===== src/rtl/mem_access_unit.sv =====
// Memory-stage data access unit: turns MEM-stage load/store controls into a single
// outstanding ready-handshake bus transaction, stalls the pipeline, and extends load data.
module mem_access_unit (
  input  logic        clock,
  input  logic        reset_n,
  input  logic        MemReadM,
  input  logic        MemWriteM,
  input  logic [1:0]  MemSizeM,
  input  logic        MemSignedM,
  input  logic [31:0] ALUOutM,
  input  logic [31:0] WriteDataM,
  output logic        StallM,
  output logic [31:0] RD,
  output logic        MisalignedM,
  output logic        mem_req,
  output logic        mem_we,
  output logic [31:0] mem_addr,
  output logic [31:0] mem_wdata,
  output logic [3:0]  mem_be,
  input  logic        mem_ready,
  input  logic [31:0] mem_rdata
);

  typedef enum logic [1:0] {StIdle, StReq, StDone} state_e;

  state_e      state_q, state_d;
  logic [1:0]  size_q, size_d;
  logic        signed_q, signed_d;
  logic [1:0]  a_q, a_d;
  logic        we_q, we_d;
  logic        mem_req_q, mem_req_d;
  logic        mem_we_q, mem_we_d;
  logic [31:0] mem_addr_q, mem_addr_d;
  logic [31:0] mem_wdata_q, mem_wdata_d;
  logic [3:0]  mem_be_q, mem_be_d;
  logic [31:0] rd_q, rd_d;
  logic        mis_q, mis_d;

  logic        access;
  logic        misaligned;
  logic [3:0]  be_new;
  logic [31:0] wdata_new;
  logic [7:0]  ld_byte;
  logic [15:0] ld_half;
  logic [31:0] ld_data;

  assign access = MemReadM | MemWriteM;

  // Alignment, byte enables and lane-replicated store data for the incoming access.
  always_comb begin
    misaligned = 1'b0;
    be_new     = 4'b1111;
    wdata_new  = WriteDataM;
    unique case (MemSizeM)
      2'b00: begin
        be_new    = 4'b0001 << ALUOutM[1:0];
        wdata_new = {4{WriteDataM[7:0]}};
      end
      2'b01: begin
        misaligned = ALUOutM[0];
        be_new     = 4'b0011 << ALUOutM[1:0];
        wdata_new  = {2{WriteDataM[15:0]}};
      end
      default: begin
        misaligned = |ALUOutM[1:0];
      end
    endcase
  end

  // Load extraction uses the latched size/offset, not the live pipeline inputs.
  always_comb begin
    ld_byte = mem_rdata[7:0];
    unique case (a_q)
      2'b00: ld_byte = mem_rdata[7:0];
      2'b01: ld_byte = mem_rdata[15:8];
      2'b10: ld_byte = mem_rdata[23:16];
      2'b11: ld_byte = mem_rdata[31:24];
    endcase
    ld_half = a_q[1] ? mem_rdata[31:16] : mem_rdata[15:0];
    unique case (size_q)
      2'b00:   ld_data = {{24{signed_q & ld_byte[7]}}, ld_byte};
      2'b01:   ld_data = {{16{signed_q & ld_half[15]}}, ld_half};
      default: ld_data = mem_rdata;
    endcase
  end

  always_comb begin
    state_d     = state_q;
    size_d      = size_q;
    signed_d    = signed_q;
    a_d         = a_q;
    we_d        = we_q;
    mem_req_d   = mem_req_q;
    mem_we_d    = mem_we_q;
    mem_addr_d  = mem_addr_q;
    mem_wdata_d = mem_wdata_q;
    mem_be_d    = mem_be_q;
    rd_d        = rd_q;
    mis_d       = 1'b0;
    unique case (state_q)
      StIdle: begin
        if (access) begin
          if (misaligned) begin
            mis_d = 1'b1;
            rd_d  = 32'h0;
          end else begin
            size_d      = MemSizeM;
            signed_d    = MemSignedM;
            a_d         = ALUOutM[1:0];
            we_d        = MemWriteM;
            mem_req_d   = 1'b1;
            mem_we_d    = MemWriteM;
            mem_addr_d  = {ALUOutM[31:2], 2'b00};
            mem_wdata_d = wdata_new;
            mem_be_d    = be_new;
            state_d     = StReq;
          end
        end
      end
      StReq: begin
        if (mem_ready) begin
          mem_req_d = 1'b0;
          if (!we_q) rd_d = ld_data;
          state_d = StDone;
        end
      end
      StDone: begin
        // Inputs still show the completed instruction here; never re-launch it.
        state_d = StIdle;
      end
      default: state_d = StIdle;
    endcase
  end

  always_ff @(posedge clock or negedge reset_n) begin
    if (!reset_n) begin
      state_q     <= StIdle;
      size_q      <= 2'b00;
      signed_q    <= 1'b0;
      a_q         <= 2'b00;
      we_q        <= 1'b0;
      mem_req_q   <= 1'b0;
      mem_we_q    <= 1'b0;
      mem_addr_q  <= 32'h0;
      mem_wdata_q <= 32'h0;
      mem_be_q    <= 4'h0;
      rd_q        <= 32'h0;
      mis_q       <= 1'b0;
    end else begin
      state_q     <= state_d;
      size_q      <= size_d;
      signed_q    <= signed_d;
      a_q         <= a_d;
      we_q        <= we_d;
      mem_req_q   <= mem_req_d;
      mem_we_q    <= mem_we_d;
      mem_addr_q  <= mem_addr_d;
      mem_wdata_q <= mem_wdata_d;
      mem_be_q    <= mem_be_d;
      rd_q        <= rd_d;
      mis_q       <= mis_d;
    end
  end

  assign StallM      = reset_n & (((state_q == StIdle) & access & ~misaligned) |
                                  (state_q == StReq));
  assign RD          = rd_q;
  assign MisalignedM = mis_q;
  assign mem_req     = mem_req_q;
  assign mem_we      = mem_we_q;
  assign mem_addr    = mem_addr_q;
  assign mem_wdata   = mem_wdata_q;
  assign mem_be      = mem_be_q;

endmodule


===== config.mk =====
export PLATFORM = sky130hd
export DESIGN_NAME = mem_access_unit
export DESIGN_NICKNAME = d
export VERILOG_FILES = /design/src/rtl/mem_access_unit.sv
export SDC_FILE = /design/constraint.sdc
export NUM_CORES = 1
export LEC_CHECK = 0
export CORE_ASPECT_RATIO = 2
export CORE_UTILIZATION = 35
export DETAILED_ROUTE_END_ITERATION = 7
export PLACE_DENSITY = 0.74
export SETUP_SLACK_MARGIN = 0.05
export SKIP_CTS_REPAIR_TIMING = 1
export SLEW_MARGIN = 15
export SYNTH_ARGS = -nofsm -noshare
export SYNTH_HDL_FRONTEND = slang
export SYNTH_SLANG_ARGS = --single-unit
export TNS_END_PERCENT = 20

===== constraint.sdc =====
create_clock -name clock -period 2 [get_ports clock]
set_clock_uncertainty 0.05 [all_clocks]
set_input_delay 0.3 -clock clock [delete_from_list [all_inputs] [get_ports clock]]
set_output_delay 0.3 -clock clock [all_outputs]
set_load 0.005 [all_outputs]

==> impl_metrics.ini, run 1 <==
[status]
status = finished, final reports clean

[pwr]
leakagePower_nw = 3.61
ir_drop_mv = 0.597
p_per_area_mw_per_mm2 = 1280
p_total_w = 0.0102

[finish]
area_growth_pct = 52.2
finalNetCount = 775
final_common_cell = clkdlybuf4s50_1
layout_common_cells = clkdlybuf4s50_1, dfrtp_1, o21ai_0
multi_input_area_sq_mm = 0.00232
fin_cells = 870
n_antenna_cell = 0
fillers = 1303
regArea_sq_mm = 0.00270
fin_area_sq_mm = 0.00799
final_util_pct = 54.2
drive_above_1_share_pct = 16.4

[drt]
via_per_inst = 4.99
drt_iter0_drc = 162
ant_nets = 0
drc = 0
wl_per_cell_microns = 18.3
via_count = 4337
dr.pass1.iters = 4
wl_mm = 15.9

[critical_path]
cp_slowest_cell = dfrtp_1
critPathRequiredTime_ns = 2.19
critical_path.max_fanout = 15
path_cells = mux2_2 -> a21oi_1 -> o21ai_0 -> a32o_1
endpoint_kind = register
worst_setup_path_start_kind = register
cp.arrival_ns = 2.05
critical_path_class = reg2reg
max_stage_delay_ns = 0.72

[floorplan]
io_pins = 208
core_area_sq_mm = 0.0147
fp.dieH_microns = 175
die_width_microns = 88.6
rows = 63
initial_utilization_pct = 35.6
dieArea_sq_mm = 0.0155

[clocking]
clk_pin_slew_worst_paths_ns = 0.06
clock-sinks = 108
cts_tree = done
cts_max_level = 3
worst_skew_pair.late_latency_ns = 0.35
clockBufferDepth = 2
numCtsBuffers = 9
cts_root_buf = clkbuf_16

[global_routing]
track_usage_pct = 21.0
grt_pass1_wl_mm = 24.2
grt_max_degree = 109
antenna_found_initial = 0
grt_pass1_vias = 4557
grt_remaining_overflow = 0

[synth]
yosysUniqueCellTypes = 40
ys_seq_elements = 108
yosys_warnings = 0
syn_area_per_cell_sq_um = 11.6
netlist_instances = 454
seq_area_frac_synth_pct = 51.5
syn_area_sq_mm = 0.00525

[timing]
hold_violations = 0
min_period_over_period_pct = 93.2
setup_violations = 0
tightest_slew_ns = 0.597
fmax_mhz = 536
setup_ws_ns = 0.135
slew_headroom_pct = 60.2
slew_violations = 0
rsz0062_at_grt = false
fin_crit_ns = 1.86

[run]
maxCapViolations = 0

[placed_design]
gp_congestion = 0.879
placed_cell_area_sq_mm = 0.00766
io_buffers = 205
placedCellCount = 855
dpl.hpwl_mm = 12.2
dp_slack_ns = -0.289

[hold_path]
hold_class = in2async
cells in the mapped netlist (all sizes together):
cell type  instances  area [sq um]
o2bb2ai            7          61.3
clkbuf            13          51.3
or2b               2          15.0
a31oi              2          12.5
or2                3          18.8
conb               1          3.75
nor2b              8          50.1
and2               1          6.26
nor4               1          6.26
o21ai             62           310
a21boi             1          7.51
nand2             44           165
inv                4          15.0
o21a               1          7.51
nand3b             3          22.5
and4b              1          10.0
mux2              53           754
a32o               8          80.1
and4bb             1          12.5
a22o               2          17.5
nor2              17          66.3
mux2i             31           310
dfrtp            108          2700
nand3             16          80.1
buf               21           178
o211ai             2          20.0
nand2b            16           100
a21oi             21           120
a22oi              1          21.3
a21o               3          23.8
sequential cells by signal, indices dropped and copies added (netlist names), 2 cells and up:
name       flops
mem_wdata     32
state_q        2
mem_be         4
a_q            2
size_q         2
mem_addr      30
RD            32
path summary, 6_finish.rpt:
| check | slack [ns] | end | start | cells past startpoint |
|---|---|---|---|---|
| max | 0.14 | RD[11] | a_q[1] | 4 |
| max in group asynchronous | 1.44 | mem_addr[6] | reset_n | 2 |
| max reg2reg | 0.14 | RD[11] | a_q[1] | 4 |
| min | 0.01 | RD[12] | reset_n | 2 |
| min reg2reg | 0.43 | mem_wdata[15] | mem_wdata[15] | 2 |
| min in group clock | 0.40 | mem_wdata[28] | MemSizeM[1] | 3 |
per-layer routing:
layer | GRT usage (%) | wire, microns
met1 | 21.0 | 5430
met2 | 38.4 | 8810
met3 | 3.26 | 743
met4 | 13.8 | 906
met5 | 0 | 0
kinds of logic (layout without fill, tap and decap cells):
kind of cell    after synthesis  after routing  synth area share (%)
mux                          84             84                  20.3
buf+inv                      38            258                  4.65
compound gates              110            110                  13.0
simple gates                113            113                  10.5
other cells                   1              2                0.0714
flops                       108            108                  51.5
worst max-delay path, delay by kind of cell, from the launching register on:
family	cells	cell delay, ns
compound gates	3	0.51
flops	1	0.72
mux	1	0.46
layout make-up:
class	instances	area share, %
clock inverters	3	0.861
multi-input cells	309	29.0
flip-flops and latches	108	33.8
repair buffers	239	29.8
well taps	195	3.05
inverters	4	0.188
clock buffers	12	3.21
per-stage QoR:
stage / hold slack (ns) / setup TNS (ns)
6_report: 0.0146 / 0
5_1_grt: 0.0676 / 0
4_1_cts: 0.0658 / -0.303
3_5_place_dp: 0.419 / -10.58
3_3_place_gp: 0.414 / -8.61
2_1_floorplan: -0.0456 / 0
where the power goes:
group	total [W]	switching [W]	leakage, nW	internal, W
clock	0.00195	0.000788	0.159	0.00116
sequential	0.00375	0.000673	1.35	0.00308
combinational	0.00452	0.00163	2.11	0.00289
Power figures use the tool's default switching activity.
==> run 2, diff against run 1 <==
--- a/config.mk
+++ b/config.mk
@@ -5,9 +5,10 @@
 export SDC_FILE = /design/constraint.sdc
 export NUM_CORES = 1
 export LEC_CHECK = 0
-export CORE_ASPECT_RATIO = 2
+export CORE_ASPECT_RATIO = 1.1
 export CORE_UTILIZATION = 35
 export DETAILED_ROUTE_END_ITERATION = 7
+export GPL_ROUTABILITY_DRIVEN = 0
 export PLACE_DENSITY = 0.74
 export SETUP_SLACK_MARGIN = 0.05
 export SKIP_CTS_REPAIR_TIMING = 1
==> constraint.sdc (replaced) <==
create_clock -name clock -period 2.4 [get_ports clock]
set_clock_uncertainty 0.05 [all_clocks]
set_input_delay 0.36 -clock clock [delete_from_list [all_inputs] [get_ports clock]]
set_output_delay 0.36 -clock clock [all_outputs]
set_load 0.005 [all_outputs]
==> run 2 against run 1 <==
  * Largest power group unchanged
  * Count of clock-buffer cells in the layout did not move
  * First-iteration DRC count increased by 94%
  * Sequential power shrank 16%
  * Global-route usage decreased by 1.7 points
  * Combinational power decreased by 20%
  * Die area fell by 0.18%
  * Clock power is 21% lower
  * Worst hold slack gained 0.32 ns
  * Sequential cell count did not move
  * Register-to-register slack improved by 0.31 ns
==> impl_metrics.ini, run 2 (same netlist as run 1, synthesis figures left out) <==
[floorplan]
fp.dieH_microns = 130
rows = 46
initial_utilization_pct = 36.1
core_area_sq_mm = 0.0146
io_pins = 208
die_width_microns = 119
dieArea_sq_mm = 0.0155

[finish]
n_antenna_cell = 0
drive_above_1_share_pct = 14.8
fin_area_sq_mm = 0.00785
finalNetCount = 762
final_common_cell = clkdlybuf4s50_1
layout_common_cells = clkdlybuf4s50_1, dfrtp_1, o21ai_0
area_growth_pct = 49.4
fillers = 1264

[status]
status = finished, final reports clean

[critical_path]
cp.arrival_ns = 2.12
max_stage_delay_ns = 0.80
worst-path-buf-inv = 0
critical_path_class = reg2reg
endpoint_kind = register
path_cells = nor2_1 -> a22oi_4 -> a21o_2 -> nand3_1
critical_path.max_fanout = 20
critPathRequiredTime_ns = 2.57
cp_slowest_cell = dfrtp_1
worst_setup_path_start_kind = register
path_delay_family = flip-flops

[drt]
via_count = 4273
drc = 0
dr.pass1.iters = 5
drt_iter0_drc = 315
wl_mm = 14.4
ant_nets = 0
wl_per_cell_microns = 16.8
via_per_inst = 5.00

[timing]
fin_crit_ns = 1.96
tightest_slew_ns = 0.747
slew_headroom_pct = 50.2
tns_ns = 0
setup_ws_ns = 0.443
slew_violations = 0
setup_violations = 0
fmax_mhz = 511
min_period_over_period_pct = 81.5
hold_violations = 0
rsz0062_at_grt = false

[global_routing]
grt_remaining_overflow = 0
track_usage_pct = 19.3
antenna_found_initial = 0
grt_pass1_wl_mm = 23.1
grt_max_degree = 72
grt_pass1_vias = 4514

[pwr]
p_per_area_mw_per_mm2 = 1060
leakagePower_nw = 3.52
ir_drop_mv = 0.497
p_total_w = 0.00829

[placed_design]
dp_slack_ns = -0.0120
placed_cell_area_sq_mm = 0.00751
io_buffers = 205
dpl.hpwl_mm = 10.6

[hold_path]
hold_class = in2async

[clocking]
clk_pin_slew_worst_paths_ns = 0.07
cts_tree = done
clock-sinks = 108
clockBufferDepth = 2
cts_root_buf = clkbuf_16
worst_skew_pair.late_latency_ns = 0.36
numCtsBuffers = 9
cts_max_level = 3

[run]
maxCapViolations = 0
[run 2: where the power goes]
group	total (W)	leakage [nW]	internal, W	switching [W]
registers	0.00314	1.35	0.00256	0.000577
logic	0.00360	2.03	0.00234	0.00126
clock network	0.00155	0.147	0.000889	0.000664
[run 2: worst register-to-register path: cells and delay by family (launching register included)]
kind	cells	cell delay [ns]
flip-flops	1	0.80
AO/OA/AOI/OAI	2	0.69
AND/OR/NAND/NOR	2	0.28
[run 2: worst paths after layout]
kind / start / endpoint / slack, ns / cells past startpoint
worst max-delay path: a_q[1] / RD[20] / 0.44 / 4
worst min-delay path: reset_n / RD[17] / 0.34 / 2
worst max register to register: a_q[1] / RD[20] / 0.44 / 4
worst min register to register: mem_wdata[23] / mem_wdata[23] / 0.43 / 2
max in group asynchronous: reset_n / RD[1] / 0.97 / 3
min in group clock: mem_wdata[23] / mem_wdata[23] / 0.43 / 2
[run 2: cell type report]
class                   instances  area [sq um]  area share [%]
flip-flops and latches        108          2700            34.4
multi-input cells             309          2320            29.6
well taps                     192           240            3.06
inverters                       4          15.0           0.191
clock inverters                 3          45.0           0.574
clock buffers                  12           267            3.40
repair buffers                226          2250            28.7
[run 2: routing by layer]
layer / GRT usage, % / vias up / routed length (microns)
met5: 0 / - / 0
met4: 8.94 / 0 / 363
met3: 5.43 / 23 / 1110
met2: 32.4 / 173 / 7000
met1: 23.2 / 2075 / 5910
li1: - / 2002 / -
[run 2: stage by stage]
step	cells	hold WS (ns)	utilization, %
after CTS	853	-0.214	53.7
after global placement	838	0.172	51.6
final	854	0.335	53.9
after floorplan	455	0.0144	-
after global routing	854	0.349	53.9
after detailed placement	838	0.172	51.6
